## src/rtl/inst_fetcher_pkg.sv

```systemverilog
// Shared widths, PC step and fetch FSM encoding for the instruction fetch stage.
package inst_fetcher_pkg;

  localparam int ADDR_W = 32;
  localparam int INST_W = 32;
  localparam logic [ADDR_W-1:0] PC_STEP = 32'd4;

  typedef enum logic {
    F_LOOKUP = 1'b0,
    F_MISS   = 1'b1
  } fetch_state_e;

endpackage

```

## src/rtl/inst_fetcher_icache.sv

```systemverilog
// Direct-mapped one-instruction-per-line I-cache: combinational lookup, synchronous fill.
module inst_fetcher_icache
  import inst_fetcher_pkg::*;
#(
  parameter int LINES = 64
) (
  input  logic                clk,
  input  logic                rst,
  input  logic [ADDR_W-1:2]   rd_addr_i,
  output logic                hit_o,
  output logic [INST_W-1:0]   inst_o,
  input  logic                we_i,
  input  logic [ADDR_W-1:2]   wr_addr_i,
  input  logic [INST_W-1:0]   wr_inst_i
);

  localparam int IDX_W = $clog2(LINES);
  localparam int TAG_W = ADDR_W - IDX_W - 2;

  logic [LINES-1:0]  valid_q;
  logic [TAG_W-1:0]  tag_mem  [LINES];
  logic [INST_W-1:0] data_mem [LINES];

  logic [IDX_W-1:0] rd_idx;
  logic [TAG_W-1:0] rd_tag;
  logic [IDX_W-1:0] wr_idx;
  logic [TAG_W-1:0] wr_tag;

  assign rd_idx = rd_addr_i[IDX_W+1:2];
  assign rd_tag = rd_addr_i[ADDR_W-1:IDX_W+2];
  assign wr_idx = wr_addr_i[IDX_W+1:2];
  assign wr_tag = wr_addr_i[ADDR_W-1:IDX_W+2];

  assign hit_o  = valid_q[rd_idx] && (tag_mem[rd_idx] == rd_tag);
  assign inst_o = data_mem[rd_idx];

  // Only the valid bits need clearing; stale tag/data behind a clear bit is never used.
  always_ff @(posedge clk) begin
    if (rst) begin
      valid_q <= '0;
    end else if (we_i) begin
      valid_q[wr_idx] <= 1'b1;
    end
  end

  always_ff @(posedge clk) begin
    if (we_i) begin
      tag_mem[wr_idx]  <= wr_tag;
      data_mem[wr_idx] <= wr_inst_i;
    end
  end

endmodule

```

## src/rtl/inst_fetcher.sv

```systemverilog
// Fetch stage: PC, I-cache lookup, miss handling against memctrl, pushes {inst, pc} to the IQ.
module inst_fetcher
  import inst_fetcher_pkg::*;
#(
  parameter int                ICACHE_LINES = 64,
  parameter logic [ADDR_W-1:0] RESET_PC     = 32'h0
) (
  input  logic              clk,
  input  logic              rst,
  input  logic              rdy,
  output logic              oMC_en,
  output logic [ADDR_W-1:0] oMC_addr,
  input  logic              iMC_done,
  input  logic [INST_W-1:0] iMC_inst,
  input  logic              iIQ_full,
  output logic              oIQ_en,
  output logic [INST_W-1:0] oIQ_inst,
  output logic [ADDR_W-1:0] oIQ_pc,
  input  logic              iJP_en,
  input  logic [ADDR_W-1:0] iJP_pc
);

  fetch_state_e      state_q, state_d;
  logic [ADDR_W-1:0] pc_q, pc_d;
  logic              pend_jp_q, pend_jp_d;
  logic [ADDR_W-1:0] pend_pc_q, pend_pc_d;
  logic              mc_en_q, mc_en_d;
  logic [ADDR_W-1:0] mc_addr_q, mc_addr_d;
  logic              iq_en_q, iq_en_d;
  logic [INST_W-1:0] iq_inst_q, iq_inst_d;
  logic [ADDR_W-1:0] iq_pc_q, iq_pc_d;

  logic              hit;
  logic [INST_W-1:0] line_inst;
  logic              cache_we;

  inst_fetcher_icache #(
    .LINES (ICACHE_LINES)
  ) u_icache (
    .clk       (clk),
    .rst       (rst),
    .rd_addr_i (pc_q[ADDR_W-1:2]),
    .hit_o     (hit),
    .inst_o    (line_inst),
    .we_i      (cache_we),
    .wr_addr_i (mc_addr_q[ADDR_W-1:2]),
    .wr_inst_i (iMC_inst)
  );

  always_comb begin
    state_d   = state_q;
    pc_d      = pc_q;
    pend_jp_d = pend_jp_q;
    pend_pc_d = pend_pc_q;
    mc_en_d   = mc_en_q;
    mc_addr_d = mc_addr_q;
    iq_en_d   = iq_en_q;
    iq_inst_d = iq_inst_q;
    iq_pc_d   = iq_pc_q;
    cache_we  = 1'b0;
    if (rdy) begin
      unique case (state_q)
        F_LOOKUP: begin
          if (iJP_en) begin
            pc_d    = iJP_pc;
            iq_en_d = 1'b0;
          end else if (hit) begin
            if (!iIQ_full) begin
              iq_en_d   = 1'b1;
              iq_inst_d = line_inst;
              iq_pc_d   = pc_q;
              pc_d      = pc_q + PC_STEP;
            end else begin
              iq_en_d = 1'b0;
            end
          end else begin
            mc_en_d   = 1'b1;
            mc_addr_d = {pc_q[ADDR_W-1:2], 2'b00};
            state_d   = F_MISS;
            iq_en_d   = 1'b0;
          end
        end
        F_MISS: begin
          // memctrl cannot abort a read, so a redirect here is parked until the fill lands.
          iq_en_d = 1'b0;
          if (iJP_en) begin
            pend_pc_d = iJP_pc;
            pend_jp_d = 1'b1;
          end
          if (iMC_done) begin
            cache_we  = 1'b1;
            mc_en_d   = 1'b0;
            state_d   = F_LOOKUP;
            pend_jp_d = 1'b0;
            if (iJP_en) begin
              pc_d = iJP_pc;
            end else if (pend_jp_q) begin
              pc_d = pend_pc_q;
            end
          end
        end
        default: state_d = F_LOOKUP;
      endcase
    end
  end

  always_ff @(posedge clk) begin
    if (rst) begin
      state_q   <= F_LOOKUP;
      pc_q      <= RESET_PC;
      pend_jp_q <= 1'b0;
      pend_pc_q <= '0;
      mc_en_q   <= 1'b0;
      mc_addr_q <= '0;
      iq_en_q   <= 1'b0;
      iq_inst_q <= '0;
      iq_pc_q   <= '0;
    end else begin
      state_q   <= state_d;
      pc_q      <= pc_d;
      pend_jp_q <= pend_jp_d;
      pend_pc_q <= pend_pc_d;
      mc_en_q   <= mc_en_d;
      mc_addr_q <= mc_addr_d;
      iq_en_q   <= iq_en_d;
      iq_inst_q <= iq_inst_d;
      iq_pc_q   <= iq_pc_d;
    end
  end

  assign oMC_en   = mc_en_q;
  assign oMC_addr = mc_addr_q;
  assign oIQ_en   = iq_en_q;
  assign oIQ_inst = iq_inst_q;
  assign oIQ_pc   = iq_pc_q;

endmodule

```

## config.mk

```make
export PLATFORM = sky130hd
export DESIGN_NAME = inst_fetcher
export DESIGN_NICKNAME = d
export VERILOG_FILES = /design/src/rtl/inst_fetcher_pkg.sv /design/src/rtl/inst_fetcher_icache.sv /design/src/rtl/inst_fetcher.sv
export SDC_FILE = /design/constraint.sdc
export NUM_CORES = 2
export LEC_CHECK = 0
export ABC_AREA = 0
export BUFFER_PORTS_ARGS = -buffer_cell sky130_fd_sc_hd__buf_4
export CAP_MARGIN = 20
export CORE_MARGIN = 4
export CORE_UTILIZATION = 41
export DETAILED_ROUTE_END_ITERATION = 8
export GPL_TIMING_DRIVEN = 0
export SLEW_MARGIN = 10
export SYNTH_ARGS = -nofsm -noshare
export SYNTH_HDL_FRONTEND = slang
export SYNTH_HIERARCHICAL = 1
export SYNTH_SLANG_ARGS = --single-unit
```

## constraint.sdc

```tcl
create_clock -name clk -period 5.8 [get_ports clk]
set_clock_uncertainty 0.05 [all_clocks]
set_input_delay 0.87 -clock clk [delete_from_list [all_inputs] [get_ports clk]]
set_output_delay 0.87 -clock clk [all_outputs]
set_load 0.01 [all_outputs]
```

# After elaboration in Yosys (flattened, before gate mapping)

Memories as Yosys holds them, arrays and structs flattened. A register that Yosys moved wholly into a read port is not among the register bits.
Index checks and enable logic that the tools add are counted.

Register bits: 194
Memory bits (writable): 3584
Input port bits: 70
Output and inout bits: 98
Logic and storage cells: 68
Memories: 2

Add/subtract/negate cells: 1
Magnitude comparators: 3
Equal/unequal tests: 7
Multiplexer cells: 32
Bitwise gates (word level): 5
Reductions and logical operators: 9

Memories:

| name              | words | bits a word | read ports | clocked after memory_dff | wr ports | line                      | RTL |
|---|---|---|---|---|---|---|---|
| u_icache.data_mem | 64    | 32          | 1          | 1                        | 1        | inst_fetcher_icache.sv:22 | `logic [INST_W-1:0] data_mem [LINES];` |
| u_icache.tag_mem  | 64    | 24          | 1          | 1                        | 1        | inst_fetcher_icache.sv:21 | `logic [TAG_W-1:0] tag_mem [LINES];` |

Operators by type and width:

| cell                                                                                | count |
|---|---|
| 32-bit 2-to-1 mux                                                                   | 6 |
| 64-bit bitwise OR                                                                   | 1 |
| 32-bit one-hot mux with 2 select lines                                              | 1 |
| 32-bit by 3-bit adder with 32-bit output, second input constant                     | 1 |
| 24-bit equality test                                                                | 1 |
| 1-bit 2-to-1 mux                                                                    | 18 |
| 6-bit by 7-bit less-than comparator with 1-bit output, second input constant        | 2 |
| 6-bit 2-to-1 mux                                                                    | 2 |
| 5-bit AND reduction                                                                 | 2 |
| 4-bit AND reduction                                                                 | 2 |
| 1-bit binary-select mux with 6-bit select                                           | 1 |
| 1-bit demux with 6-bit select                                                       | 1 |
| 6-bit by 1-bit greater-or-equal comparator with 1-bit output, second input constant | 1 |
| 2-bit != test, second input constant                                                | 3 |
| 3-bit != test, second input constant                                                | 2 |
| 1-bit one-hot mux with 2 select lines                                               | 3 |
| 3-bit AND reduction                                                                 | 2 |
| 1-bit inverter                                                                      | 4 |
| 3-bit by 2-bit != test with 1-bit output, second input constant                     | 1 |
| 1-bit logical AND                                                                   | 2 |
| 2-bit nonzero test                                                                  | 1 |

# Longest topological paths before layout

Depth in word-level cells: 8
Mapped depth: 22
Gate-level depth less buffers: 14

# Modules after synthesis

The synthesis kept the hierarchy.

By module, submodules not included:

| module              | instances | cells an instance | area each (um^2) | sequential area each (um^2) |
|---|---|---|---|---|
| inst_fetcher_icache | 1         | 5868              | 139206.0         | 108904.4 |
| inst_fetcher        | 1         | 929               | 6911.6           | 3243.1 |

# Worst setup path after synthesis

OpenSTA, ideal clock, no wires.

Kind: input -> register
From: input iMC_done
To: memory u_icache.data_mem[29][0], enable pin
Library setup time: 0.472 ns
Arrival time: 4.077 ns
Required time: 5.278 ns
Path slack: 1.202 ns
Stages on the path: 5
Path buffers: 0
Path through: nand2_1 -> nor2_1 -> nor2b_1 -> nand3_1 -> nor2_1

Cells in the longest elaborated chain, start to end: 5

RTL lines:

| item                                   | line                      | RTL |
|---|---|---|
| start: declaration                     | inst_fetcher.sv:13        | `input logic iMC_done,` |
| 1-bit 2-to-1 mux                       | inst_fetcher.sv:90        | `if (iMC_done) begin` |
| 1-bit 2-to-1 mux                       | inst_fetcher.sv:62        | `unique case (state_q)` |
| 1-bit 2-to-1 mux                       | inst_fetcher.sv:61        | `if (rdy) begin` |
| net cache_we                           | inst_fetcher.sv:35        | `logic cache_we;` |
| 1-bit 2-to-1 mux                       | inst_fetcher_icache.sv:47 | `if (we_i) begin` |
| 1-bit 2-to-1 mux (implied by the code) | inst_fetcher_icache.sv:49 | `data_mem[wr_idx] <= wr_inst_i;` |
| end: declaration                       | inst_fetcher_icache.sv:22 |  |

The timed path passes the listed nets, and every way through them passes these cells.

# Worst setup path in the final report

From: register pc_q[4]
To: register pc_q[20]

Cells in the longest elaborated chain, start to end: 5
Elaborated cells between the ends (all ways): 10
Classes of those cells: add/sub: 1; eq/ne: 1; mux: 6; reduce/logical: 2

RTL lines:

| item                                      | line                      | RTL |
|---|---|---|
| start: declaration                        | inst_fetcher.sv:24        | `logic [ADDR_W-1:0] pc_q, pc_d;` |
| start signal: assignment                  | inst_fetcher.sv:120       | `pc_q <= pc_d;` |
| 1-bit binary-select mux with 6-bit select | inst_fetcher_icache.sv:34 | `assign hit_o = valid_q[rd_idx] && (tag_mem[rd_idx] == rd_tag);` |
| 1-bit 2-to-1 mux (implied by the code)    | inst_fetcher_icache.sv:34 |  |
| 1-bit logical AND                         | inst_fetcher_icache.sv:34 |  |
| net hit                                   | inst_fetcher.sv:33        | `logic hit;` |
| 3-bit != test (no source line)            | -                         |  |
| 5-bit AND reduction (no source line)      | -                         |  |

The timed path passes the listed nets, and every way through them passes these cells. The select of a mux whose other input is x is not followed.
A chain may end at the register's enable or synchronous reset.

==> metrics.txt <==
mean number of vias per cell=6.407; Simple-Gate Fraction of Synth Area=2.473%; element type at the critical path end=register; startpoint of the most critical register-to-register path=pc_q[4]; Synthesis Warnings=6; main combinational cell family by area after synthesis=multiplexers; post-synthesis mux area share=between 10% and 20%; total power density per cell area=approximately 330 nW/um^2; CP cell instances=buf_2 > buf_2 > nor2_1 > clkbuf_2 > a22oi_1 > nand3_1 > a31oi_1 > nor3_1 > xnor2_1 > nand4_1 > nor4_4 > and4_2 > nand2b_1 > a221o_1 > clkbuf_2 > o21ai_0 > a21oi_1; reg-to-reg endpoint=pc_q[20]; CTS clk-pin slew, worst paths=approximately 0.070 ns; maximum vdd ir drop=0.2434 mV; Routed Antenna Nets=0; critical hold path startpoint=iJP_pc[20]; LEAKAGE=51.24 nW; final setup violation count=86; worst path setup slack after routing=-0.1743 ns; die height=605.0 microns; clock tree root driver cell=sky130_fd_sc_hd__clkbuf_16; arrival time at the worst endpoint=around 6.7 ns; RSZ-0062 raised after global routing=no; clock latency reported for the late side of the worst-skew pair=0.94 ns; number of enable flip-flop cells after synthesis=3584; tightest hold margin=around 0.16 ns; DRC viols=0; largest fanout on the critical path=11; share of post-route cells with drive strength above 1=30.88%; #FFs+latches synth=roughly 3800; kind of path behind the tightest hold check=input port to register; gp weighted congestion=0.9057; Cell variety after synth=89; CTS H-tree lvls=5; part of the Yosys area used for sequential elements=76.75%; cell count along the critical path=17; area added between synthesis and finish=18.40%; xor/xnor cell area share of the yosys netlist=less than 1%; most common library cell in the layout ignoring fill and taps=sky130_fd_sc_hd__edfxtp_1; net switching power of the design=12.29 mW; status=finished with violations; Internal Pwr Total=44.76 mW; fraction of the mapped netlist area in compound gates=2.375%; worst setup path category=register to register; Post-Route Setup TNS=-6.522 ns; Post-layout nets=7730; initial antenna violation count=18; remaining global-route overflow=0; first-pass iteration count of the detailed router=8; total via count in the routed design=81420; Sw Ratio=about 22%; initial drt markers=14410; Slew @ Worst Pin=1.151 ns; sum of buffers and inverters on the critical path=4; clock sinks=3810; highest attainable clock frequency=0.1674 GHz; worst-case register-to-register setup slack=-0.17 ns; number of buffer cells added on primary ports=165; Placed Area=160400 sq um; violations in the final reports=negative setup slack; CTS Buf Count=between 300 and 400; buffer depth of the longest clock path=4; share of power burned in registers=52.6%; Cell Area, Synth=146100 sq um; total die area=366000 sq um; HPWL Detailed=346400 microns; minimum setup slack after placement=-2.058 ns; Syn Area/Cell=21.50 sq um; initial core utilization=between 40% and 50%; endpoint of the worst setup timing path=pc_q[20]; startpoint of the worst setup timing path=pc_q[4]; pin count of the biggest net entering global routing=65; fin crit share=103.0%; design area=~170000 sq um; vias in the first global route=77580; area share of fa/ha/maj cells after synthesis=0.008563%; total power draw=between 50 and 60 mW; number of buffers inserted for hold repair after clock tree synthesis=0; gate family responsible for the most delay along the worst path=compound AO/OA/AOI/OAI gates; share of total power in the clock network=42.0%; worst reg2reg path depth=17; Post-Syn Instances=slightly below 7000; number of endpoints with negative hold slack in the final report=0; fraction of registers with async set/reset=0%; worst slew margin relative to its limit=approximately a quarter; Placement Rows=218; commonest cells after routing, fill and taps aside=sky130_fd_sc_hd__edfxtp_1, sky130_fd_sc_hd__mux4_2, sky130_fd_sc_hd__nand2_1; count of max-cap constraint violations=0; number of pins exceeding their max-slew limit in the final report=0; number of placed I/O pins=168; largest stage delay on the critical path=~0.67 ns; shortest period the worst path allows=about 6.0 ns; average wire length per cell after detail routing=a little under 40 microns; global-route usage over all layers=a little over a quarter; Final Routed Wirelength=501900 microns; required time of the worst setup path=roughly 6.5 ns; cell at the slowest stage of the critical path=sky130_fd_sc_hd__a22oi_1; nature of the critical path startpoint=register; clock tree from TritonCTS=yes; Synth Flop Type=sky130_fd_sc_hd__edfxtp_1; die width=between 600 and 700 microns; area of the placeable core=approximately 350000 sq um; part of the total power dissipated in combinational logic=5.4%; global-route wire length before repair=a little under 700000 microns
## metrics by stage
stage                     utilization (%)  std cells
after floorplan                         -       6798
after global placement              43.33      11690
after detailed placement            45.33      12000
after CTS                           48.81      12680
after global routing                48.89      12700
final                               48.90      12710
## sequential cells by signal (all words and copies together), names as in the netlist
signal             flops
u_icache/data_mem   2048
u_icache/tag_mem    1536
u_icache/valid_q      64
oIQ_inst              32
oIQ_pc                32
pc_q                  32
pend_pc_q             32
oMC_addr              30
oIQ_en                 1
oMC_en                 1
pend_jp_q              1
state_q                1
## cell families (layout without fill, tap and decap cells)
logic type | after synthesis | in the layout
xor gates and xnor gates | 22 | 22
adders and majority gates | 1 | 1
DFF | 3810 | 3810
AOI/OAI and AO/OA | 541 | 541
and+or+nand+nor | 844 | 844
other | 1 | 17
muxes | 1176 | 1176
buffers and inverters | 402 | 1566
## power groups by stage
stage	Clock [mW]	Combinational (mW)	Sequential (mW)
floorplan	0	1.66	30.6
global placement	0	2.90	30.6
detailed placement	0	3.01	30.6
CTS	24.2	3.04	30.0
global route	25.4	3.19	30.0
finish	24.0	3.10	30.0
## cell usage after synthesis (all sizes together) (12+ instances only)
| library cell | count | share of area [%] |
|---|---|---|
| a211oi | 20 | 0.11 |
| a21oi | 211 | 0.72 |
| a221oi | 18 | 0.11 |
| a22oi | 38 | 0.20 |
| a31oi | 17 | 0.073 |
| buf | 241 | 1.1 |
| clkbuf | 147 | 0.38 |
| dfxtp | 226 | 3.1 |
| edfxtp | 3584 | 74 |
| inv | 14 | 0.036 |
| mux2 | 19 | 0.15 |
| mux2i | 140 | 0.96 |
| mux4 | 1017 | 16 |
| nand2 | 405 | 1.0 |
| nand2b | 17 | 0.073 |
| nand3 | 38 | 0.13 |
| nand4 | 14 | 0.064 |
| nor2 | 260 | 0.67 |
| nor2b | 23 | 0.098 |
| nor3 | 32 | 0.13 |
| nor4 | 12 | 0.056 |
| o21ai | 74 | 0.26 |
| o221ai | 30 | 0.18 |
| o22ai | 39 | 0.17 |
| o31ai | 15 | 0.080 |
| xnor2 | 13 | 0.078 |
## worst reg2reg max path, stage by stage (launching register included)
cell and delay, ns:
sky130_fd_sc_hd__dfxtp_2 0.55, sky130_fd_sc_hd__buf_2 0.40, sky130_fd_sc_hd__buf_2 0.45, sky130_fd_sc_hd__nor2_1 0.15, sky130_fd_sc_hd__clkbuf_2 0.59, sky130_fd_sc_hd__a22oi_1 0.69, sky130_fd_sc_hd__nand3_1 0.13, sky130_fd_sc_hd__a31oi_1 0.21
sky130_fd_sc_hd__nor3_1 0.13, sky130_fd_sc_hd__xnor2_1 0.20, sky130_fd_sc_hd__nand4_1 0.28, sky130_fd_sc_hd__nor4_4 0.32, sky130_fd_sc_hd__and4_2 0.35, sky130_fd_sc_hd__nand2b_1 0.19, sky130_fd_sc_hd__a221o_1 0.51, sky130_fd_sc_hd__clkbuf_2 0.29
sky130_fd_sc_hd__o21ai_0 0.25, sky130_fd_sc_hd__a21oi_1 0.09
## metal layers
metal,global-route usage [%],vias up,routed length [microns]
met1,37.43,43680,185500
met2,39.66,6399,221600
met4,11.76,16,25910
li1,-,30110,-
met3,8.162,1211,68470
met5,0.2090,-,441
## how the worst min path moves through the flow
stage / endpoint / slack [ns] / depth (start not counted)
6_report: pend_pc_q[20] / 0.16 / 3
5_1_grt: pend_pc_q[20] / 0.15 / 3
4_1_cts: pend_pc_q[20] / 0.12 / 3
3_5_place_dp: pend_pc_q[20] / 0.40 / 2
3_3_place_gp: u_icache/valid_q[40] / 0.39 / 2
2_1_floorplan: oIQ_pc[0] / 0.38 / 2
## repair_timing
item | CTS | global route
gates cloned | 0 | 0
pin swaps | 4 | 4
buffers inserted | 2 | 4
setup endpoints to repair | 127 | 117
gates resized for setup | 146 | 60
## layout make-up
| cell class | count | area [sq um] |
|---|---|---|
| fillers | 28230 | 180800 |
| flip-flops and latches | 3810 | 112200 |
| multi-input cells | 2586 | 32530 |
| clock buffers | 493 | 10160 |
| repair buffers | 487 | 7911 |
| well taps | 4730 | 5918 |
| plain buffers | 383 | 2497 |
| clock inverters | 189 | 1708 |
| inverters | 14 | 52.55 |
| diodes | 15 | 37.54 |
Power figures use the tool's default switching activity.
